--- config.mk ---
export PLATFORM = sky130hd
export DESIGN_NAME = indicator_flasher
export DESIGN_NICKNAME = d
export VERILOG_FILES = /design/src/rtl/indicator_pkg.sv /design/src/rtl/flash_phase_gen.sv /design/src/rtl/indicator_flasher.sv
export SDC_FILE = /design/constraint.sdc
export NUM_CORES = 1
export LEC_CHECK = 0
export ABC_AREA = 1
export CAP_MARGIN = 20
export CORE_ASPECT_RATIO = 0.7
export CORE_MARGIN = 2
export CORE_UTILIZATION = 56
export CTS_CLUSTER_SIZE = 28
export DETAILED_ROUTE_END_ITERATION = 8
export PLACE_DENSITY_LB_ADDON = 0.2
export SLEW_MARGIN = 40
export SYNTH_ARGS = -nofsm -noshare
export SYNTH_HDL_FRONTEND = slang
export SYNTH_SLANG_ARGS = --single-unit
--- constraint.sdc ---
create_clock -name clk -period 1.6 [get_ports clk]
set_clock_uncertainty 0.2 [all_clocks]
set_input_delay 0.32 -clock clk [delete_from_list [all_inputs] [get_ports clk]]
set_output_delay 0.32 -clock clk [all_outputs]
set_load 0.03 [all_outputs]
--- src/rtl/indicator_pkg.sv ---
// Shared mode encodings and per-channel FSM state type for the indicator flasher.
package indicator_pkg;

    localparam logic [1:0] MODE_OFF     = 2'd0;
    localparam logic [1:0] MODE_STEADY  = 2'd1;
    localparam logic [1:0] MODE_FOLLOW  = 2'd2;
    localparam logic [1:0] MODE_COMFORT = 2'd3;

    typedef enum logic [1:0] {
        ST_IDLE   = 2'd0,
        ST_ON_PH  = 2'd1,
        ST_OFF_PH = 2'd2
    } ch_state_e;

endpackage

--- src/rtl/flash_phase_gen.sv ---
// Half-period phase counter with an on/off toggle; restart forces a fresh on-phase.
module flash_phase_gen #(
    parameter int HALF_PERIOD = 50_000_000
) (
    input  logic clk,
    input  logic rst_n,
    input  logic run_i,
    input  logic restart_i,
    output logic phase_on_o,
    output logic phase_end_o
);

    localparam int              CW   = $clog2(HALF_PERIOD);
    localparam logic [CW-1:0]   LAST = CW'(HALF_PERIOD - 1);

    logic [CW-1:0] cnt_q, cnt_d;
    logic          on_q, on_d;

    assign phase_end_o = run_i & ~restart_i & (cnt_q == LAST);
    assign phase_on_o  = on_q;

    always_comb begin
        // NOTE: every output gets a default first so no path leaves a latch behind.
        cnt_d = cnt_q;
        on_d  = on_q;
        if (restart_i) begin
            cnt_d = '0;
            on_d  = 1'b1;
        end else if (!run_i) begin
            cnt_d = '0;
            on_d  = 1'b0;
        end else if (cnt_q == LAST) begin
            cnt_d = '0;
            on_d  = ~on_q;
        end else begin
            cnt_d = cnt_q + CW'(1);
        end
    end

    // NOTE: state registers use non-blocking assignments so every flop samples pre-edge values.
    always_ff @(posedge clk or negedge rst_n) begin
        if (!rst_n) begin
            cnt_q <= '0;
            on_q  <= 1'b0;
        end else begin
            cnt_q <= cnt_d;
            on_q  <= on_d;
        end
    end

endmodule

--- src/rtl/indicator_flasher.sv ---
// N-channel indicator driver: OFF/STEADY/FOLLOW/COMFORT per channel.
// Optional common-phase hazard flashing when INDICATOR_HAZARD_EN is defined.
module indicator_flasher
    import indicator_pkg::*;
#(
    parameter int NCH         = 2,
    parameter int HALF_PERIOD = 50_000_000,
    parameter int BLINKS      = 3
) (
    input  logic             clk,
    input  logic             rst_n,
    input  logic [2*NCH-1:0] mode,
    input  logic [NCH-1:0]   req,
`ifdef INDICATOR_HAZARD_EN
    input  logic             hazard,
`endif
    output logic [NCH-1:0]   light,
    output logic [NCH-1:0]   busy
);

    localparam int            BW       = $clog2(BLINKS + 1);
    localparam logic [BW-1:0] BLINKS_C = BW'(BLINKS);

    logic [NCH-1:0] req_q;
    logic           hold;
    logic           hz_light_d;

    always_ff @(posedge clk or negedge rst_n) begin
        if (!rst_n) req_q <= '0;
        else        req_q <= req;
    end

`ifdef INDICATOR_HAZARD_EN
    logic hazard_q, hz_rise, hz_on, hz_end;

    always_ff @(posedge clk or negedge rst_n) begin
        if (!rst_n) hazard_q <= 1'b0;
        else        hazard_q <= hazard;
    end

    assign hz_rise = hazard & ~hazard_q;

    flash_phase_gen #(.HALF_PERIOD(HALF_PERIOD)) u_hazard_phase (
        .clk         (clk),
        .rst_n       (rst_n),
        .run_i       (hazard),
        .restart_i   (hz_rise),
        .phase_on_o  (hz_on),
        .phase_end_o (hz_end)
    );

    assign hold       = hazard;
    assign hz_light_d = hz_rise | (hz_on ^ hz_end);
`else
    assign hold       = 1'b0;
    assign hz_light_d = 1'b0;
`endif

    for (genvar i = 0; i < NCH; i++) begin : g_ch
        ch_state_e     state_q, state_d;
        logic [BW-1:0] blink_q, blink_d;
        logic          light_q, light_d, busy_q, busy_d;
        logic          restart, rise, flashing, phase_on, phase_end;
        logic [1:0]    ch_mode;

        assign ch_mode  = mode[2*i +: 2];
        assign rise     = req[i] & ~req_q[i];
        assign flashing = (state_q != ST_IDLE);

        flash_phase_gen #(.HALF_PERIOD(HALF_PERIOD)) u_phase (
            .clk         (clk),
            .rst_n       (rst_n),
            .run_i       (flashing),
            .restart_i   (restart),
            .phase_on_o  (phase_on),
            .phase_end_o (phase_end)
        );

        always_comb begin
            state_d = state_q;
            blink_d = blink_q;
            light_d = light_q;
            busy_d  = busy_q;
            restart = 1'b0;
            if (hold) begin
                state_d = ST_IDLE;
                busy_d  = 1'b0;
                light_d = hz_light_d;
            end else begin
                case (ch_mode)
                    MODE_OFF: begin
                        state_d = ST_IDLE;
                        busy_d  = 1'b0;
                        light_d = 1'b0;
                    end
                    MODE_STEADY: begin
                        state_d = ST_IDLE;
                        busy_d  = 1'b0;
                        light_d = 1'b1;
                    end
                    MODE_FOLLOW: begin
                        busy_d = 1'b0;
                        // busy_q set means a comfort sequence owns the phase: take over afresh.
                        if (!req[i]) begin
                            state_d = ST_IDLE;
                            light_d = 1'b0;
                        end else if (!flashing || busy_q || rise) begin
                            restart = 1'b1;
                        end else if (phase_end) begin
                            state_d = (state_q == ST_ON_PH) ? ST_OFF_PH : ST_ON_PH;
                            light_d = ~phase_on;
                        end
                    end
                    MODE_COMFORT: begin
                        if (rise) begin
                            restart = 1'b1;
                            blink_d = BW'(1);
                            busy_d  = 1'b1;
                        end else if (!busy_q || !flashing) begin
                            state_d = ST_IDLE;
                            busy_d  = 1'b0;
                            light_d = 1'b0;
                        end else if (phase_end) begin
                            if (state_q == ST_OFF_PH && blink_q == BLINKS_C) begin
                                state_d = ST_IDLE;
                                busy_d  = 1'b0;
                                light_d = 1'b0;
                            end else begin
                                state_d = (state_q == ST_ON_PH) ? ST_OFF_PH : ST_ON_PH;
                                light_d = ~phase_on;
                                if (state_q == ST_OFF_PH) blink_d = blink_q + BW'(1);
                            end
                        end
                    end
                endcase
            end
            if (restart) begin
                state_d = ST_ON_PH;
                light_d = 1'b1;
            end
        end

        always_ff @(posedge clk or negedge rst_n) begin
            if (!rst_n) begin
                state_q <= ST_IDLE;
                blink_q <= '0;
                light_q <= 1'b0;
                busy_q  <= 1'b0;
            end else begin
                state_q <= state_d;
                blink_q <= blink_d;
                light_q <= light_d;
                busy_q  <= busy_d;
            end
        end

        assign light[i] = light_q;
        assign busy[i]  = busy_q;
    end

endmodule

# Word-level counts from Yosys, hierarchy flattened
# Cells that the tools add are included.
# totals
out_inout_bits	4
reg_bits	68
inputBits	8
# op_classes
n_addsub	4
eq_ne	32
reduce_logical	30
n_bitwise	12
n_mux	78
# ops
op	count
two-way mux 26 bit	6
two-way mux 2 bit	28
adder 26 x 1 -> 26 bit (second input constant)	2
equality test 26 bit (second input constant)	2
two-way mux 1 bit	36
inequality test 4 x 3 -> 1 bit (second input constant)	6
equality test 2 bit (second input constant)	8
inequality test 4 bit (second input constant)	4
case mux 2 bit (3 select lines)	2
nonzero test 2 bit	6
AND reduction 5 bit	2
equality test 2 x 1 -> 1 bit (second input constant)	4
inequality test 2 bit (second input constant)	4
case mux 1 bit (2 select lines)	4
case mux 1 bit (4 select lines)	2
AND reduction 4 bit	2
bitwise AND 1 bit	6
logical OR 1 bit	6
inequality test 3 x 2 -> 1 bit (second input constant)	2
inequality test 3 bit (second input constant)	2
NOT 1 bit	6
OR reduction 3 bit	2
adder 2 x 1 -> 2 bit (second input constant)	2
zero test 1 bit	4
other kinds (4)	8

# Depth between registers and ports, before layout
# logic_depth
ltp_word	15
ltp_mapped	11
depth_no_buf	11

# Hierarchy
# Synthesis repeated with hierarchy kept, for this count alone.
# unflattened
hier_cells	594
area_unflattened_um2	4241.6
# by_module_without_submodules
mod	area_per_inst_um2	cells_each	seq_area_each_um2	instances
flash_phase_gen at g_ch[1].u_phase	1671.6	229	675.6	1
flash_phase_gen at g_ch[0].u_phase	1606.5	227	675.6	1
indicator_flasher	963.4	138	350.3	1

# Worst setup path after synthesis
# Ideal clock, no wire load.
# synth_path
kind	reg-to-reg
startpoint	register g_ch[1].u_phase.cnt_q[0]
endpoint	register g_ch[1].u_phase.cnt_q[16]
stages_incl_launch_ff	9
setup_time_ns	0.123
n_path_buf	0
setup_slack_ns	-0.128
arrival_time_ns	1.404
cell_sequence	dfrtp_1 -> ha_1 -> nand3_2 -> nor2_2 -> nand2_2 -> nor2_2 -> nand2_1 -> nor3b_2 -> a21oi_2
# synth_between
elab_chain_len	4
word_cells_on_any_way	5
classes_between	add/sub (1); eq/ne (1); mux (3)
# synth_lines
item	line_no	rtl
start: declaration	flash_phase_gen.sv:16	logic [CW-1:0] cnt_q, cnt_d;
start signal: assignment	flash_phase_gen.sv:46	cnt_q <= cnt_d;
adder 26 x 1 -> 26 bit / equality test 26 bit (equally long branches)	flash_phase_gen.sv:36, flash_phase_gen.sv:32	
two-way mux 26 bit (*)	flash_phase_gen.sv:32	end else if (cnt_q == LAST) begin
two-way mux 26 bit (*)	flash_phase_gen.sv:29	end else if (!run_i) begin
two-way mux 26 bit (*)	flash_phase_gen.sv:26	if (restart_i) begin
named net g_ch[1].u_phase.cnt_d[16]	flash_phase_gen.sv:16	
# The timed path passes the listed nets; every way through them passes the cells marked *.
# A chain may end at the register's enable or synchronous reset.

# Final worst setup path
# layout_path
startpoint	register g_ch[1].u_phase.cnt_q[11]
endpoint	register g_ch[1].u_phase.cnt_q[18]
# Same word-level chain as after synthesis.

==> impl_metrics.toml <==
[synthesis]
syn_inst = 564
ys_types = 39
synth.net_count = 576
synth_fa_ha_area_frac = 0.01186
syn_avg_cell_area_um2 = 7.481
synth_seq_cells = 68
synth_top_family_by_area = "simple AND/OR/NAND/NOR gates"
synth-compound-area-share = 0.08986
synth_mux_area_frac = 0
syn-cell-area_mm2 = 0.004219
yosysWarnings = 0
synth_xor_area_frac = 0.03114
seq_area_frac_synth = 0.4033
synth-simple-area-share = 0.3707

[detailed_routing]
vias = 5724
ant_nets = 0
drc_errors = 73
drtIter0Drc = 1066
detail_route.wl_per_cell_um = 24.17
drt_wl_total_um = 20810
dr.pass1.iters = 9
viasPerCell = 6.648

[global_route]
overflow = 0
antenna_found_initial = 0
grt_pass1_vias = 4705
grt_first_pass_wirelength_um = 22540
grt_max_degree = 50
grt_usage = 0.3501

[setup_path]
path_class = "register to register"
cp_num_buf_inv = 2
critical-path-top-delay-family = "simple AND/OR/NAND/NOR gates"
cp-end-kind = "register"
cp.arrival_ps = 2400
cp_slowest_cell = "nor2_1"
required_ps = 1640
path_common_cell = "nor2_1"
critical_path.max_stage_delay_ps = 530
path_max_fanout = 4
cp_cell_sequence = "buf_4, nand2_1, inv_1, nand3_1, nor2_1, xor2_1, nor2_1"
worst_setup_path_start_kind = "register"

[clock_network]
htree_levels = 3
root_buffer = "clkbuf_8"
cts_tree = "done"
cts_buffers = 9
path_clk_slew_ps = 90
clock-sinks = 68
clockBufferDepth = 2
insertion_delay_ps = 390

[sta]
fin_hold_ws_ps = 47.41
slew_headroom = 0.5990
tns_ps = -22470
layout_setup_ws_ps = -762.3
setup_viol = 66
fin_crit_ps = 2362
hold_viol_final = 0
clock.fmax_mhz = 423.3
rsz0062_at_grt = "yes"
final_max_slew_viol_count = 0
worst_slew_pin_slew_ps = 599.2
period_share = 1.476

[hold_path]
hold_class = "primary input to register"

[placed_design]
io_buffer_count = 11
placed_cells = 817
gp_congestion = 0.9668
hpwl_um = 8901
placed_cell_area_mm2 = 0.005613

[layout]
design_area_mm2 = 0.006833
area_growth_pct = 61.95
n_antenna_cell = 0
fin_util = 0.9377
layout-drive-gt1-share = 0.5478
fin_nets = 770
final_common_cell = "buf_4"
final-instance-count-excl-fill = 861
most-common-layout-cells = "157 x buf_4, 71 x nand2_1, 65 x dfrtp_1"

[status]
outcome = "finished with violations"
failed_checks = "DRC, setup timing"

[floorplan]
dieHeight_um = 76.62
die_w_um = 107.7
core_mm2 = 0.007287
initial_core_util = 0.5790
dieArea_mm2 = 0.008255
rows = 26
boundaryPins = 12

[job]
drv_cap = 0

[power]
power_density_mw_per_mm2 = 600.7
ir_drop_mv = 0.6498
p_leak_uw = 0.003285
synthesized netlist by cell type (all sizes together):
| cell | number | area share |
|---|---|---|
| a21o | 1 | 0.0018 |
| a21oi | 26 | 0.036 |
| a31oi | 2 | 0.0030 |
| and3 | 1 | 0.0015 |
| buf | 8 | 0.016 |
| clkinv | 2 | 0.0033 |
| dfrtp | 68 | 0.40 |
| ha | 4 | 0.012 |
| inv | 82 | 0.074 |
| nand2 | 133 | 0.13 |
| nand3 | 43 | 0.058 |
| nand4 | 15 | 0.022 |
| nor2 | 103 | 0.11 |
| nor3 | 28 | 0.038 |
| nor3b | 2 | 0.0047 |
| nor4 | 1 | 0.0015 |
| o211a | 1 | 0.0024 |
| o211ai | 1 | 0.0018 |
| o21a | 2 | 0.0036 |
| o21ai | 25 | 0.039 |
| o31ai | 1 | 0.0018 |
| xnor2 | 3 | 0.0062 |
| xor2 | 12 | 0.025 |
flip-flops by register name, summed over array words and instances, names as in the netlist:
| register | cells |
|---|---|
| req_q | 2 |
| g_ch.busy_q | 2 |
| g_ch.u_phase.cnt_q | 52 |
| g_ch.u_phase.phase_on_o | 2 |
| g_ch.state_q | 4 |
| g_ch.light_q | 2 |
| g_ch.blink_q | 4 |
layer usage:
metal | up-vias | part of all wire | track usage
met4 | 0 | 0.091 | 0.09872
met2 | 684 | 0.42 | 0.5730
met1 | 2590 | 0.34 | 0.4652
met5 | - | 0 | 0
met3 | 266 | 0.15 | 0.08127
li1 | 2184 | - | -
cells by family (layout without fill, tap and decap cells):
kind of cell,after synthesis,in the layout
flops,68,68
compound gates,59,59
fa+ha+maj,4,4
buf+inv,92,291
simple gates,326,326
xor+xnor,15,15
repair_timing:
action	in CTS	in global routing
cloned	1	1
endpoints found under the setup margin	68	66
pin swaps	37	51
endpoints found under the hold margin	68	0
hold buffers	1	0
buffers inserted	19	21
resized for setup	107	135
stage by stage:
stage,total power (uW),setup WS (ps)
floorplan,2079,-77.57
global placement,2295,-529.3
detailed placement,2309,-602.6
CTS,3872,-187.9
global route,4174,-920.3
finish,4105,-762.3
path summary, 6_finish.rpt:
| kind | from | end | slack, ps | cells after the start |
|---|---|---|---|---|
| worst max register to register | g_ch[1].u_phase.cnt_q[11]$_DFF_PN0_ | g_ch[1].u_phase.cnt_q[18]$_DFF_PN0_ | -760 | 7 |
| worst min-delay path | req[0] | req_q[0]$_DFF_PN0_ | 50 | 1 |
| worst min register to register | g_ch[0].u_phase.cnt_q[0]$_DFF_PN0_ | g_ch[0].u_phase.cnt_q[0]$_DFF_PN0_ | 310 | 1 |
| max in group asynchronous | rst_n | g_ch[0].u_phase.cnt_q[18]$_DFF_PN0_ | 440 | 3 |
| min in group asynchronous | rst_n | g_ch[0].u_phase.cnt_q[1]$_DFF_PN0_ | 180 | 2 |
| worst max-delay path | g_ch[1].u_phase.cnt_q[11]$_DFF_PN0_ | g_ch[1].u_phase.cnt_q[18]$_DFF_PN0_ | -760 | 7 |
where the power goes:
part	internal, uW	switching, uW	total (uW)
clock	768	853	1620
combinational	278	403	682
sequential	1760	42.2	1800
layout make-up:
class | count | area [um2]
clock buffers | 11 | 141.4
clock inverters | 5 | 61.31
fillers | 224 | 454.2
inverters | 84 | 337.8
multi-input cells | 404 | 2865
flip-flops and latches | 68 | 1705
well taps | 98 | 122.6
repair buffers | 191 | 1599
Power figures use the tool's default switching activity.
==> variant (same settings) <==
`HALF_PERIOD` is set to 50_000_000 in 2 places; all go to 100_000_000.
--- a/src/rtl/flash_phase_gen.sv
+++ b/src/rtl/flash_phase_gen.sv
@@ -2,3 +2,3 @@
 module flash_phase_gen #(
-    parameter int HALF_PERIOD = 50_000_000
+    parameter int HALF_PERIOD = 100_000_000
 ) (
--- a/src/rtl/indicator_flasher.sv
+++ b/src/rtl/indicator_flasher.sv
@@ -6,3 +6,3 @@
     parameter int NCH         = 2,
-    parameter int HALF_PERIOD = 50_000_000,
+    parameter int HALF_PERIOD = 100_000_000,
     parameter int BLINKS      = 3
Check against the original RTL: no difference found for any inputs over 10 cycles, from zero or initial values and one cycle with rst_n low; that may be too few to reach the edited logic, so the function may still have changed.
==> variant against the original RTL <==
  * The flow finishes with violations (setup timing)
  * Cell count up 0.70%
  * Design area about the same
  * Sequential cell count up 2
  * Power down 0.71%
  * Routed wire length down 4.1%
  * Setup slack better by 0.26 ns
  * Sequential share of layout area up 0.81 points
  * Synthesized area up 2.2%
  * Highest routed layer unchanged
==> variant: results (changes against the original RTL) <==
| Metric | Value |
|---|---|
| Result of the run | finished, violations left (unchanged) |
| Failing checks | setup timing (was DRC, setup timing) |
| Via count | 5,646 (was 5,724) |
| Total track usage | 0.322 (was 0.350) |
| Number of distinct library cells after synthesis | 32 (was 39) |
| Sequential share of the synthesized area | 0.406 (was 0.403) |
| Average footprint of a synthesized cell | 7.37 sq um (was 7.48 sq um) |
| HPWL reported at the end of detailed placement | 8.40 mm (was 8.90 mm) |
| Peak fanout along the critical path | 3 (was 4) |
| Synth warn | 0 (unchanged) |
| Average via count per standard cell | 6.51 (was 6.65) |
| Type of the most critical hold path | input pin to flip-flop (unchanged) |
| Reg2Reg Launch Point | g_ch[1].u_phase.cnt_q[19] (was g_ch[1].u_phase.cnt_q[11]) |
| Via count of the first global-routing pass | 4,456 (was 4,705) |
| Largest registers | g_ch.u_phase.cnt_q x54, g_ch.blink_q x4, g_ch.state_q x4 (was g_ch.u_phase.cnt_q x52, g_ch.blink_q x4, g_ch.state_q x4) |
| Layout filler cell count | 202 (was 224) |
| H-Tree Depth | 3 (unchanged) |
| Cells taking the most area after synthesis | dfrtp_1, nand2_1, nor2_1 (unchanged) |
| Slew of the pin with the lowest slew margin | 0.460 ns (was 0.599 ns) |
| Average wire per standard cell | 23.0 microns (was 24.2 microns) |
| PnR worst setup slack | -0.497 ns (was -0.762 ns) |
| Maximum number of pins on one net before global-route repair | 71 (was 50) |
| First-pass GRT wire length | 20.8 mm (was 22.5 mm) |
| Number of failing setup endpoints in the final timing report | 70 (was 66) |
| Num CTS Buffers | 9 (unchanged) |
| Peak supply drop | 0.742 mV (was 0.650 mV) |
| Start point of the worst min-delay path | req[0] (unchanged) |
| Reported leakage power | 3.25 nW (was 3.29 nW) |
| Worst R2R Setup Slack | -0.47 ns (was -0.76 ns) |
| Drt initial violations | 850 (was 1,066) |
| Final nets | 776 (was 770) |
| Share of final-layout standard cells stronger than drive strength 1 | 0.501 (was 0.548) |
| Data arrival time of the critical path | 2.20 ns (was 2.40 ns) |
| Top post-synthesis cells by count | nand2_1, nor2_1, inv_1 (unchanged) |
| GPL Wtd Cong | 0.918 (was 0.967) |
| Antenna violations before repair | 0 (unchanged) |
| Number of cells traversed by the worst register-to-register path | 9 (was 7) |
| Number of placed cells counting well taps | 812 (was 817) |
| Capture point of the worst reg-to-reg path | g_ch[1].blink_q[0] (was g_ch[1].u_phase.cnt_q[18]) |
| Number of iterations in the first detailed-routing pass | 6 (was 9) |
| Post-Route Hold Slack | 0.0778 ns (was 0.0474 ns) |
| Total negative slack for setup checks | -20.37 ns (was -22.47 ns) |
| Net count of the mapped netlist | 597 (was 576) |
| Dpl ws | -0.492 ns (was -0.603 ns) |
variant: cell count changes after synthesis, moves of 4 or more:
cell / change
o21ai_2: -10
nor2_2: -11
a21oi_2: -6
a21oi_1: -12
inv_1: +4
nand2_1: +24
xnor2_1: +6
nor2_1: +23
nor3_1: -5
nand2_2: -4
variant: through the flow:
stage / total power [mW] / instance area [sq um]
after floorplan: 2.11 / 4330
final: 4.08 / 6840
after global placement: 2.32 / 5470
after CTS: 3.85 / 6070
after detailed placement: 2.33 / 5470
after global routing: 4.15 / 6840
variant: worst max-delay path, stage by stage:
cell	delay, ns
clkdlybuf4s50_1	0.53
nand2_1	0.09
inv_1	0.09
nand2_1	0.10
nor2_1	0.21
o21ai_0	0.19
o21ai_0	0.42
nand2_2	0.13
o21ai_1	0.11
variant: how the worst max path moves through the flow:
| stage | start | end | slack (ns) | depth (start not counted) |
|---|---|---|---|---|
| after floorplan | g_ch[1].u_phase.cnt_q[0] | g_ch[1].blink_q[0] | -0.03 | 8 |
| after global placement | req[0] | g_ch[0].u_phase.cnt_q[18] | -0.36 | 9 |
| after detailed placement | mode[0] | g_ch[0].u_phase.cnt_q[18] | -0.49 | 9 |
| after CTS | g_ch[1].u_phase.cnt_q[0] | g_ch[1].u_phase.cnt_q[2] | -0.19 | 8 |
| after global routing | g_ch[1].state_q[1] | g_ch[1].state_q[0] | -0.53 | 8 |
| final | mode[3] | g_ch[1].state_q[0] | -0.50 | 9 |
variant: final cells by class:
cell class              count  share of cell area
multi-input cells         423               0.428
flip-flops and latches     70               0.258
repair buffers            176               0.220
inverters                  84              0.0483
clock buffers               9              0.0181
well taps                  98              0.0179
clock inverters             7             0.00952
variant: cell families (layout without fill, tap and decap cells):
family	Yosys count	count (layout)	share of synthesized area
simple gates	366	366	0.405
buf+inv	92	276	0.0897
flops	70	70	0.406
compound gates	29	29	0.0392
xor+xnor	24	24	0.0488
fa+ha+maj	4	4	0.0116
variant: repair_timing:
| action | in CTS | in global routing |
|---|---|---|
| gates resized for setup | 71 | 195 |
| gates cloned | 2 | 1 |
| endpoints found under the setup margin | 71 | 70 |
| hold buffers | 1 | 0 |
| hold endpoints to repair | 70 | 0 |
| setup buffers | 15 | 29 |
| pin swaps | 27 | 65 |
variant: layer usage:
metal | part of all wire | wire length, microns | vias to the layer above | track usage
met1 | 0.35 | 6930 | 2580 | 0.438
met5 | 0 | 0 | - | 0
li1 | - | - | 2198 | -
met3 | 0.14 | 2880 | 238 | 0.0908
met4 | 0.092 | 1830 | 0 | 0.110
met2 | 0.42 | 8300 | 630 | 0.495
variant: power by group:
group / total, mW / switching, mW / internal, mW
Sequential: 1.86 / 0.0450 / 1.81
Clock: 1.49 / 0.778 / 0.708
Combinational: 0.732 / 0.438 / 0.294
Total: 4.08 / 1.26 / 2.81
